File: src/rtl/dof_pkg.sv
// Shared definitions for the operand-fetch stage: ctrl_in field layout and bypass selects.
package dof_pkg;

  // ctrl_in = {RW, DA, MD, BS, PS, MW, FS}, FS in the low bits
  localparam int RW_W = 1;
  localparam int DA_W = 5;
  localparam int MD_W = 2;
  localparam int BS_W = 2;
  localparam int PS_W = 1;
  localparam int MW_W = 1;
  localparam int FS_W = 5;
  localparam int SH_W = 5;

  localparam int FS_LSB = 0;
  localparam int MW_LSB = FS_LSB + FS_W;
  localparam int PS_LSB = MW_LSB + MW_W;
  localparam int BS_LSB = PS_LSB + PS_W;
  localparam int MD_LSB = BS_LSB + BS_W;
  localparam int DA_LSB = MD_LSB + MD_W;
  localparam int RW_LSB = DA_LSB + DA_W;
  localparam int CTRL_W = RW_LSB + RW_W;

  // MD value that marks an instruction as a load (write-back from memory)
  localparam logic [MD_W-1:0] MD_LOAD = 2'b01;

  typedef enum logic [1:0] {
    BYP_RF  = 2'd0,
    BYP_EXE = 2'd1,
    BYP_MEM = 2'd2
  } bypass_sel_e;

endpackage

File: src/rtl/operand_bypass_mux.sv
// Picks one operand among EXE forward, MEM forward and register-file data.
module operand_bypass_mux
  import dof_pkg::*;
#(
  parameter int DATA_BITS = 32
) (
  input  bypass_sel_e          sel,
  input  logic [DATA_BITS-1:0] exe_data,
  input  logic [DATA_BITS-1:0] mem_data,
  input  logic [DATA_BITS-1:0] rf_data,
  output logic [DATA_BITS-1:0] operand
);

  always_comb begin
    operand = rf_data;
    unique case (sel)
      BYP_EXE: operand = exe_data;
      BYP_MEM: operand = mem_data;
      default: operand = rf_data;
    endcase
  end

endmodule

File: src/rtl/operand_fetch_hazard_stage.sv
// Operand fetch stage: EXE/MEM forwarding, load-use bubble, valid/ready output register.
// Load-use stall logic and stall counter exist only when DOF_LOAD_USE_STALL_EN is defined.
module operand_fetch_hazard_stage
  import dof_pkg::*;
#(
  parameter int DATA_BITS        = 32,
  parameter int INSTRUCTION_BITS = 32,
  parameter int REG_ADDR_WIDTH   = 5,
  parameter int STALL_CNT_BITS   = 16
) (
  input  logic                        clk,
  input  logic                        rst_n,
  input  logic                        in_valid,
  output logic                        in_ready,
  input  logic [INSTRUCTION_BITS-1:0] instruction,
  input  logic [DATA_BITS-1:0]        pc_min_one,
  input  logic [CTRL_W-1:0]           ctrl_in,
  input  logic                        MA,
  input  logic                        MB,
  input  logic [REG_ADDR_WIDTH-1:0]   AA,
  input  logic [REG_ADDR_WIDTH-1:0]   BA,
  input  logic [DATA_BITS-1:0]        imm_ext,
  input  logic [DATA_BITS-1:0]        AData,
  input  logic [DATA_BITS-1:0]        BData,
  input  logic                        RW_EXE,
  input  logic [REG_ADDR_WIDTH-1:0]   DA_EXE,
  input  logic                        LD_EXE,
  input  logic [DATA_BITS-1:0]        fwd_exe_data,
  input  logic                        RW_MEM,
  input  logic [REG_ADDR_WIDTH-1:0]   DA_MEM,
  input  logic [DATA_BITS-1:0]        fwd_mem_data,
  input  logic                        flush,
  output logic                        out_valid,
  input  logic                        out_ready,
  output logic [DATA_BITS-1:0]        pc_min_two,
  output logic                        RW,
  output logic [DA_W-1:0]             DA,
  output logic [MD_W-1:0]             MD,
  output logic [BS_W-1:0]             BS,
  output logic [PS_W-1:0]             PS,
  output logic                        MW,
  output logic [FS_W-1:0]             FS,
  output logic [SH_W-1:0]             SH,
  output logic [DATA_BITS-1:0]        BUSA,
  output logic [DATA_BITS-1:0]        BUSB,
  output logic [STALL_CNT_BITS-1:0]   stall_cnt
);

  logic                 exe_live, mem_live;
  logic                 exe_hit_a, exe_hit_b, mem_hit_a, mem_hit_b;
  bypass_sel_e          sel_a, sel_b;
  logic [DATA_BITS-1:0] fwd_a, fwd_b, op_a, op_b;
  logic                 hazard, drain, take;
  logic                 rw_q, mw_q;
  logic                 unused_ok;

  // r0 is never a forwarding source even if a stage claims to write it
  assign exe_live  = RW_EXE && (DA_EXE != '0);
  assign mem_live  = RW_MEM && (DA_MEM != '0);
  assign exe_hit_a = exe_live && (DA_EXE == AA);
  assign exe_hit_b = exe_live && (DA_EXE == BA);
  assign mem_hit_a = mem_live && (DA_MEM == AA);
  assign mem_hit_b = mem_live && (DA_MEM == BA);

  assign sel_a = exe_hit_a ? BYP_EXE : (mem_hit_a ? BYP_MEM : BYP_RF);
  assign sel_b = exe_hit_b ? BYP_EXE : (mem_hit_b ? BYP_MEM : BYP_RF);

  operand_bypass_mux #(.DATA_BITS(DATA_BITS)) u_byp_a (
    .sel      (sel_a),
    .exe_data (fwd_exe_data),
    .mem_data (fwd_mem_data),
    .rf_data  (AData),
    .operand  (fwd_a)
  );

  operand_bypass_mux #(.DATA_BITS(DATA_BITS)) u_byp_b (
    .sel      (sel_b),
    .exe_data (fwd_exe_data),
    .mem_data (fwd_mem_data),
    .rf_data  (BData),
    .operand  (fwd_b)
  );

  assign op_a = MA ? pc_min_one : fwd_a;
  assign op_b = MB ? imm_ext    : fwd_b;

`ifdef DOF_LOAD_USE_STALL_EN
  // load result is not ready until MEM; a consumer in this stage must wait one cycle
  assign hazard = in_valid && LD_EXE && exe_live &&
                  ((exe_hit_a && !MA) || (exe_hit_b && !MB));

  always_ff @(posedge clk or negedge rst_n) begin
    if (!rst_n)
      stall_cnt <= '0;
    else if (hazard && !flush && !(&stall_cnt))
      stall_cnt <= stall_cnt + STALL_CNT_BITS'(1);
  end

  assign unused_ok = ^instruction[INSTRUCTION_BITS-1:SH_W];
`else
  assign hazard    = 1'b0;
  assign stall_cnt = '0;
  assign unused_ok = ^{instruction[INSTRUCTION_BITS-1:SH_W], LD_EXE};
`endif

  assign drain    = !out_valid || out_ready;
  assign in_ready = drain && !hazard && !flush;
  assign take     = in_valid && in_ready;

  // hazard with a free downstream falls into the drain branch, producing the bubble
  always_ff @(posedge clk or negedge rst_n) begin
    if (!rst_n) begin
      out_valid  <= 1'b0;
      pc_min_two <= '0;
      rw_q       <= 1'b0;
      DA         <= '0;
      MD         <= '0;
      BS         <= '0;
      PS         <= '0;
      mw_q       <= 1'b0;
      FS         <= '0;
      SH         <= '0;
      BUSA       <= '0;
      BUSB       <= '0;
    end else if (flush) begin
      out_valid <= 1'b0;
    end else if (take) begin
      out_valid  <= 1'b1;
      pc_min_two <= pc_min_one;
      rw_q       <= ctrl_in[RW_LSB];
      DA         <= ctrl_in[DA_LSB +: DA_W];
      MD         <= ctrl_in[MD_LSB +: MD_W];
      BS         <= ctrl_in[BS_LSB +: BS_W];
      PS         <= ctrl_in[PS_LSB +: PS_W];
      mw_q       <= ctrl_in[MW_LSB];
      FS         <= ctrl_in[FS_LSB +: FS_W];
      SH         <= instruction[SH_W-1:0];
      BUSA       <= op_a;
      BUSB       <= op_b;
    end else if (drain) begin
      out_valid <= 1'b0;
    end
  end

  // side-effecting strobes must never leak out of an empty slot
  assign RW = rw_q && out_valid;
  assign MW = mw_q && out_valid;

endmodule

File: config.mk
export PLATFORM = sky130hd
export DESIGN_NAME = operand_fetch_hazard_stage
export DESIGN_NICKNAME = d
export VERILOG_FILES = /design/src/rtl/dof_pkg.sv /design/src/rtl/operand_bypass_mux.sv /design/src/rtl/operand_fetch_hazard_stage.sv
export SDC_FILE = /design/constraint.sdc
export NUM_CORES = 1
export LEC_CHECK = 0
export ABC_AREA = 1
export CAP_MARGIN = 20
export CORE_AREA = 3 3 155 157
export DETAILED_ROUTE_END_ITERATION = 12
export DIE_AREA = 0 0 158 160
export PLACE_DENSITY_LB_ADDON = 0.08
export SLEW_MARGIN = 5
export SYNTH_ARGS = -nofsm -noshare
export SYNTH_HDL_FRONTEND = slang
export SYNTH_SLANG_ARGS = --single-unit
File: constraint.sdc
create_clock -name clk -period 1.6 [get_ports clk]
set_input_delay 0.16 -clock clk [delete_from_list [all_inputs] [get_ports clk]]
set_output_delay 0.16 -clock clk [all_outputs]
set_load 0.02 [all_outputs]
==> results of run 1 <==
[state kept, by name, indices dropped and copies added (netlist names)]
| name | cells |
|---|---|
| MD | 2 |
| BS | 2 |
| SH | 5 |
| mw_q | 1 |
| FS | 5 |
| DA | 5 |
| PS | 1 |
| pc_min_two | 32 |
| BUSA | 32 |
| BUSB | 32 |
| out_valid | 1 |
| rw_q | 1 |
[timing repair]
action	4_1_cts	5_1_grt
endpoints found under the setup margin	18	94
gates resized for setup	18	54
hold buffers	1	0
pin swaps	0	2
hold endpoints to repair	34	0
cloned	0	1
[power breakdown]
part           switching [mW]  internal [mW]  total (mW)
Sequential              0.271           3.49        3.76
Clock                    1.59           2.22        3.81
Combinational            1.91           1.80        3.71
Total                    3.77           7.51        11.3
[kinds of logic after synthesis]
| family | count (synthesis) | synth area share |
|---|---|---|
| simple gates | 662 | 0.390 |
| buf+inv | 210 | 0.128 |
| flops | 119 | 0.392 |
| compound gates | 66 | 0.0435 |
| mux | 22 | 0.0326 |
| xor+xnor | 12 | 0.0138 |
| other cells | 1 | 0.000493 |
[worst paths after layout]
check / cells after the start / slack [ns] / endpoint / start
hold / removal: 2 / 0.22 / pc_min_two[23]$_DFFE_PN0P_ / rst_n
setup reg to reg: 7 / 0.11 / BUSB[2]$_DFFE_PN0P_ / out_valid$_DFFE_PN0P_
setup / recovery: 1 / 0.03 / BUSB[0] / BUSB[0]$_DFFE_PN0P_
max in group asynchronous: 3 / 0.79 / BUSA[31]$_DFFE_PN0P_ / rst_n
hold reg to reg: 2 / 0.48 / BUSB[0]$_DFFE_PN0P_ / BUSB[0]$_DFFE_PN0P_
min in group clk: 3 / 0.31 / pc_min_two[23]$_DFFE_PN0P_ / pc_min_one[23]
[synthesized netlist by cell type (10+ instances only)]
library cell | count | share of area
o21ai_1 | 32 | 0.021
nand2_1 | 319 | 0.16
inv_1 | 108 | 0.053
dfrtp_1 | 119 | 0.39
clkbuf_1 | 22 | 0.011
a21oi_1 | 34 | 0.022
buf_1 | 10 | 0.0049
nand4_1 | 66 | 0.054
nor2_1 | 71 | 0.035
buf_2 | 29 | 0.019
nand3_1 | 195 | 0.13
buf_4 | 28 | 0.028
mux2_2 | 22 | 0.033
[final cells by class]
| type | instances | area [um2] |
|---|---|---|
| timing repair buffer | 403 | 4310 |
| sequential | 119 | 2980 |
| tap | 285 | 357 |
| antenna | 2 | 5.00 |
| inverter | 115 | 434 |
| clock inverter | 14 | 138 |
| clock buffer | 18 | 439 |
| fill | 2175 | 10200 |
| multi-input combinational | 778 | 3730 |
[per-stage QoR]
step | worst slack, ns | std cells
floorplan | 0.00500 | 1107
global placement | -0.334 | 1698
detailed placement | -0.379 | 1698
CTS | 0.000557 | 1731
global route | -0.00173 | 1734
finish | 0.0281 | 1734
[per-layer routing]
layer | vias to the layer above | track usage | share of wire
li1 | 4206 | - | -
met3 | 38 | 0.0745 | 0.093
met1 | 3771 | 0.331 | 0.45
met2 | 367 | 0.353 | 0.44
met5 | - | 0 | 0
met4 | 0 | 0.0704 | 0.021
==> results.yml, run 1 <==
place:
  gp_congestion: 0.885
  dpl_cell_area_mm2: 0.0117
  hpwl_um: 24300
  port_buffers: 362
cts:
  clockBufferDepth: 2
  htreeDepth: 4
  clock_latency_ns: 0.42
  cts_tree: "done"
  numCtsBuffers: 17
  post_cts_buffers: 0
  cts.clk_slew.worst_paths_ns: 0.06
  clock_tree.root_cell: "clkbuf_16"
  cts.sinks: 119
final_layout:
  finalInstanceArea_mm2: 0.0124
  finalNetCount: 1705
  synthToLayoutAreaGrowth_pct: 63.1
  finish.utilization: 0.547
  drive_gt1_frac: 0.0815
  final_common_cell: "nand2_1"
  final_cell_mix: "nand2_1 (318), clkdlybuf4s50_1 (301), nand3_1 (194)"
sta:
  setup_violations: 0
  fin_skew_ns: 0.0136
  slew_violations: 0
  fin_crit_sh: 0.982
  max_freq_mhz: 636
  min_period_ns: 1.57
  hold_ws_ns: 0.219
  finalSetupTns_ns: 0
  finalHoldViolCount: 0
routing:
  wl_per_cell_um: 18.0
  via_count: 8382
  routed_via_density: 4.83
  ant_nets: 0
  routed_wl_um: 31200
  dr.pass1.iters: 5
  drtIter0Drc: 512
  drc: 0
worst_setup_path:
  cp.required_ns: 1.44
  crit_path_start_kind: "flip-flop"
  crit_slowest_cell: "clkdlybuf4s50_1"
  cp_slowest_stage_delay_ns: 0.66
  path_cells: "clkdlybuf4s50_1"
  critical_path_arrival_ns: 1.41
  worstSetupPathType: "reg -> out"
  worstSetupEndpointType: "output pin"
  crit_path_max_fanout: 2
  critical-path-top-delay-family: "buffers and inverters"
  path_buf_inv: 1
global_route:
  grt-ovfl-total: 0
  grt_pass1_wl_um: 46800
  grt_max_degree: 47
  grt_pass1_vias: 8089
  grt_usage: 0.237
  antenna_found_initial: 2
die:
  core_mm2: 0.0226
  die_w_um: 158
  io_pins: 407
  chipHeight_um: 160
  die_area_mm2: 0.0253
  start_util: 0.336
  rows: 55
power:
  p_per_area_mw_per_mm2: 910
  p_total_mw: 11.3
  leakagePower_nw: 6.41
  max-vdd-ir-drop_uv: 519
status:
  status: "complete, no violations"
logic_synthesis:
  seq_area_frac_synth: 0.392
  synth.avg_cell_area_um2: 6.96
  ys_ff_latch: 119
  synth_edf_count: 0
  ys.flop_type: "dfrtp_1"
  netlist-cell-type-count: 22
  async_reset_ff_frac: 1.00
  syn_area_mm2: 0.00760
  ys_warn_count: 0
  syn_inst: 1092
flow_run:
  drv_cap: 0
worst_hold_path:
  min_path_type: "in -> async"
(Power assumes the default switching activity.)
==> run 2: changes to the inputs <==
Settings changed: CORE_AREA 3 3 155 157 to 3 3 156 158, DIE_AREA 0 0 158 160 to 0 0 159 161, SYNTH_HIERARCHICAL set to 1.
==> run 2 against run 1 <==
  * The flow now finishes with violations (setup timing)
  * Critical path depth rose by 15
  * Design area up 13%
  * Clock skew shrank 0.0023 ns
  * Hold slack better by 0.022 ns
  * Critical path type is now in -> reg
  * First-iteration DRC count is 27% lower
  * Wire length up 3.7%
  * Register-to-register slack improved by 0.05 ns
  * Via count increased by 1.1%
  * Critical endpoint is now BUSA[4]$_DFFE_PN0P_
  * Die area is 1.3% higher
  * Highest routed layer unchanged
  * Largest power group unchanged
  * Total power is 4.7% higher
  * Synthesized cell count increased by 4.1%
  * Flip-flop and latch count unchanged
==> results.yml, run 2 <==
flow_run:
  drv_cap: 0
worst_setup_path:
  r2r_setup_slack_ns: 0.16
  cp.required_ns: 1.90
  worstSetupPathType: "in -> reg"
  path_cells: "buf_12, inv_8, nand2_2, nand2_2, nor2_2, nand3_2, nor2_4, nor2_4, buf_6, ha_4, clkinv_8, buf_6, nand2_1, nand2_2, o21ai_2, o21ai_2"
  r2r_end: "BUSA[16]$_DFFE_PN0P_"
  crit_path_max_fanout: 7
  crit_path_start_kind: "input pin"
  startpoint: "DA_EXE[1]"
  crit_slowest_cell: "ha_4"
  worstSetupEndpointType: "flip-flop"
  r2r-start: "out_valid$_DFFE_PN0P_"
  critical_path_arrival_ns: 1.90
  cp_slowest_stage_delay_ns: 0.33
  rr_worst_depth: 8
  cpMostUsedCell: "nand2_2"
  endpoint: "BUSA[4]$_DFFE_PN0P_"
sta:
  relSlewSlack: 0.601
  slew_violations: 0
  fin_crit_sh: 1.00
  tightest_slew_ns: 0.599
  setup_violations: 1
  max_freq_mhz: 625
  finalSetupTns_ns: -0.000683
  fin_skew_ns: 0.0112
  fin_ws_ns: -0.000683
  finalHoldViolCount: 0
  rsz0062_at_grt: "yes"
  min_period_ns: 1.60
power:
  p_switching_mw: 3.89
  power_frac_clock: 0.345
  p_int_mw: 7.93
  p_sw_frac: 0.329
  max-vdd-ir-drop_uv: 511
  leakagePower_nw: 7.35
  power_frac_seq: 0.318
  p_per_area_mw_per_mm2: 843
  comb_power_share: 0.337
global_route:
  grt_usage: 0.237
  met3_usage: 0.0790
  met2_usage: 0.393
  grt_pass1_wl_um: 47400
  top_usage_layer: "met2"
  grt-ovfl-total: 0
  grt_max_degree: 42
  met1_usage: 0.293
  grt_pass1_vias: 8276
  antenna_found_initial: 4
final_layout:
  drive_gt1_frac: 0.285
  final_cell_mix: "nand2_1 (483), clkdlybuf4s50_1 (285), dfrtp_1 (119)"
  final_common_cell: "nand2_1"
  finalNetCount: 1801
  synthToLayoutAreaGrowth_pct: 82.4
  reg_top3: "BUSA: 32 flops, BUSB: 32 flops, pc_min_two: 32 flops"
  finish.utilization: 0.603
  finalInstanceArea_mm2: 0.0140
  stdcell_count: 1862
cts:
  clockBufferDepth: 2
  cts_tree: "done"
  htreeDepth: 4
  clock_tree.root_cell: "clkbuf_16"
  clock_latency_ns: 0.42
  numCtsBuffers: 17
  cts.clk_slew.worst_paths_ns: 0.06
  cts.sinks: 119
logic_synthesis:
  yosys.area.top_type: "dfrtp_1"
  syn_area_mm2: 0.00769
  synth_compound_area_frac: 0.129
  ys_ff_latch: 119
  ys.flop_type: "dfrtp_1"
  async_reset_ff_frac: 1.00
  synth_edf_count: 0
  synth.most_common_cell: "nand2_1"
  synth-simple-area-share: 0.336
  synthTopCellsByArea: "dfrtp_1 (39%), nand2_1 (31%), o21ai_2 (5.7%)"
  synth_top_family_by_area: "simple AND/OR/NAND/NOR gates"
  yosys.area_share.adder: 0.00651
  synth_top_cells_by_count: "nand2_1 (637), dfrtp_1 (119), inv_1 (86)"
  synth.mux.area_fraction: 0
  synthXorXnorAreaFrac: 0.0103
  netlist-cell-type-count: 24
  ys_warn_count: 6
  seq_area_frac_synth: 0.387
  yosysTopAreaCellShare: 0.387
  syn_inst: 1137
  synth.avg_cell_area_um2: 6.76
place:
  dpl_cell_area_mm2: 0.0117
  hpwl_um: 23700
  gp_congestion: 0.851
  port_buffers: 362
  pre_cts_slack_ns: -0.980
  dp_cells: 1801
die:
  chipHeight_um: 161
  io_pins: 407
  start_util: 0.330
  die_w_um: 159
  core_mm2: 0.0233
  rows: 56
  die_area_mm2: 0.0256
routing:
  ant_nets: 0
  drc: 0
  via_count: 8478
  routed_wl_um: 32400
  dr.pass1.iters: 5
  routed_via_density: 4.55
  wl_per_cell_um: 17.4
  drtIter0Drc: 374
status:
  violations: "setup timing"
  status: "finished with violations"
worst_hold_path:
  min_path_type: "in -> async"
run 2: changes by cell type in the layout (fill, tap and decap cells not counted), sizes merged, moves of 34 or more:
cell and delta:
buf +44, nor2 -60, nand4 -65, nand3 -193, nand2 +329, a21oi -34
o21ai +129
run 2: power groups by stage:
stage / logic (mW) / clock network, mW / registers (mW)
CTS: 3.78 / 4.16 / 3.76
floorplan: 1.13 / 0 / 4.37
detailed placement: 3.73 / 0 / 3.81
global route: 4.27 / 4.30 / 3.82
finish: 3.98 / 4.08 / 3.75
global placement: 3.71 / 0 / 3.79
run 2: routing by layer:
layer | up-vias | part of all wire
met5 | - | 0
met4 | 0 | 0.025
met3 | 41 | 0.080
met2 | 324 | 0.49
met1 | 3865 | 0.40
li1 | 4248 | -
run 2: kinds of logic after synthesis:
kind of cell / after synthesis
AND/OR/NAND/NOR: 673
XOR/XNOR: 9
AO/OA/AOI/OAI: 161
buffers and inverters: 170
adder cells (fa/ha/maj): 4
other: 1
flip-flops: 119
run 2: area by class of cell:
cell class	count	area [um2]
antenna	4	10.0
clock buffer	18	429
clock inverter	14	190
fill	2184	9240
inverter	89	382
multi-input combinational	863	4790
sequential	119	2980
tap	319	399
timing repair buffer	436	4840
run 2: worst max-delay path, delay by kind of cell:
family | cells | cell delay, ns
adder cells (fa/ha/maj) | 1 | 0.33
AO/OA/AOI/OAI | 2 | 0.22
AND/OR/NAND/NOR | 8 | 0.69
buffers and inverters | 5 | 0.50
run 2: stage by stage:
stage                     hold WS [ns]  power [mW]
after floorplan                 -0.136        5.50
after global placement           0.114        7.51
after detailed placement         0.116        7.54
after CTS                        0.241        11.7
after global routing             0.268        12.4
final                            0.240        11.8
run 2: how the worst min path moves through the flow:
stage                              to  cells after the start
global route        DA[0]$_DFFE_PN0P_                      2
global placement    FS[0]$_DFFE_PN0P_                      1
floorplan           BS[0]$_DFFE_PN0P_                      0
detailed placement  FS[0]$_DFFE_PN0P_                      1
finish              DA[0]$_DFFE_PN0P_                      2
CTS                 FS[0]$_DFFE_PN0P_                      2
run 2: repair_timing:
item,CTS,global route
gates resized for setup,197,304
pin swaps,36,133
hold buffers,1,0
buffers inserted,6,3
endpoints found under the hold margin,35,0
gates cloned,5,12
setup endpoints to repair,85,95
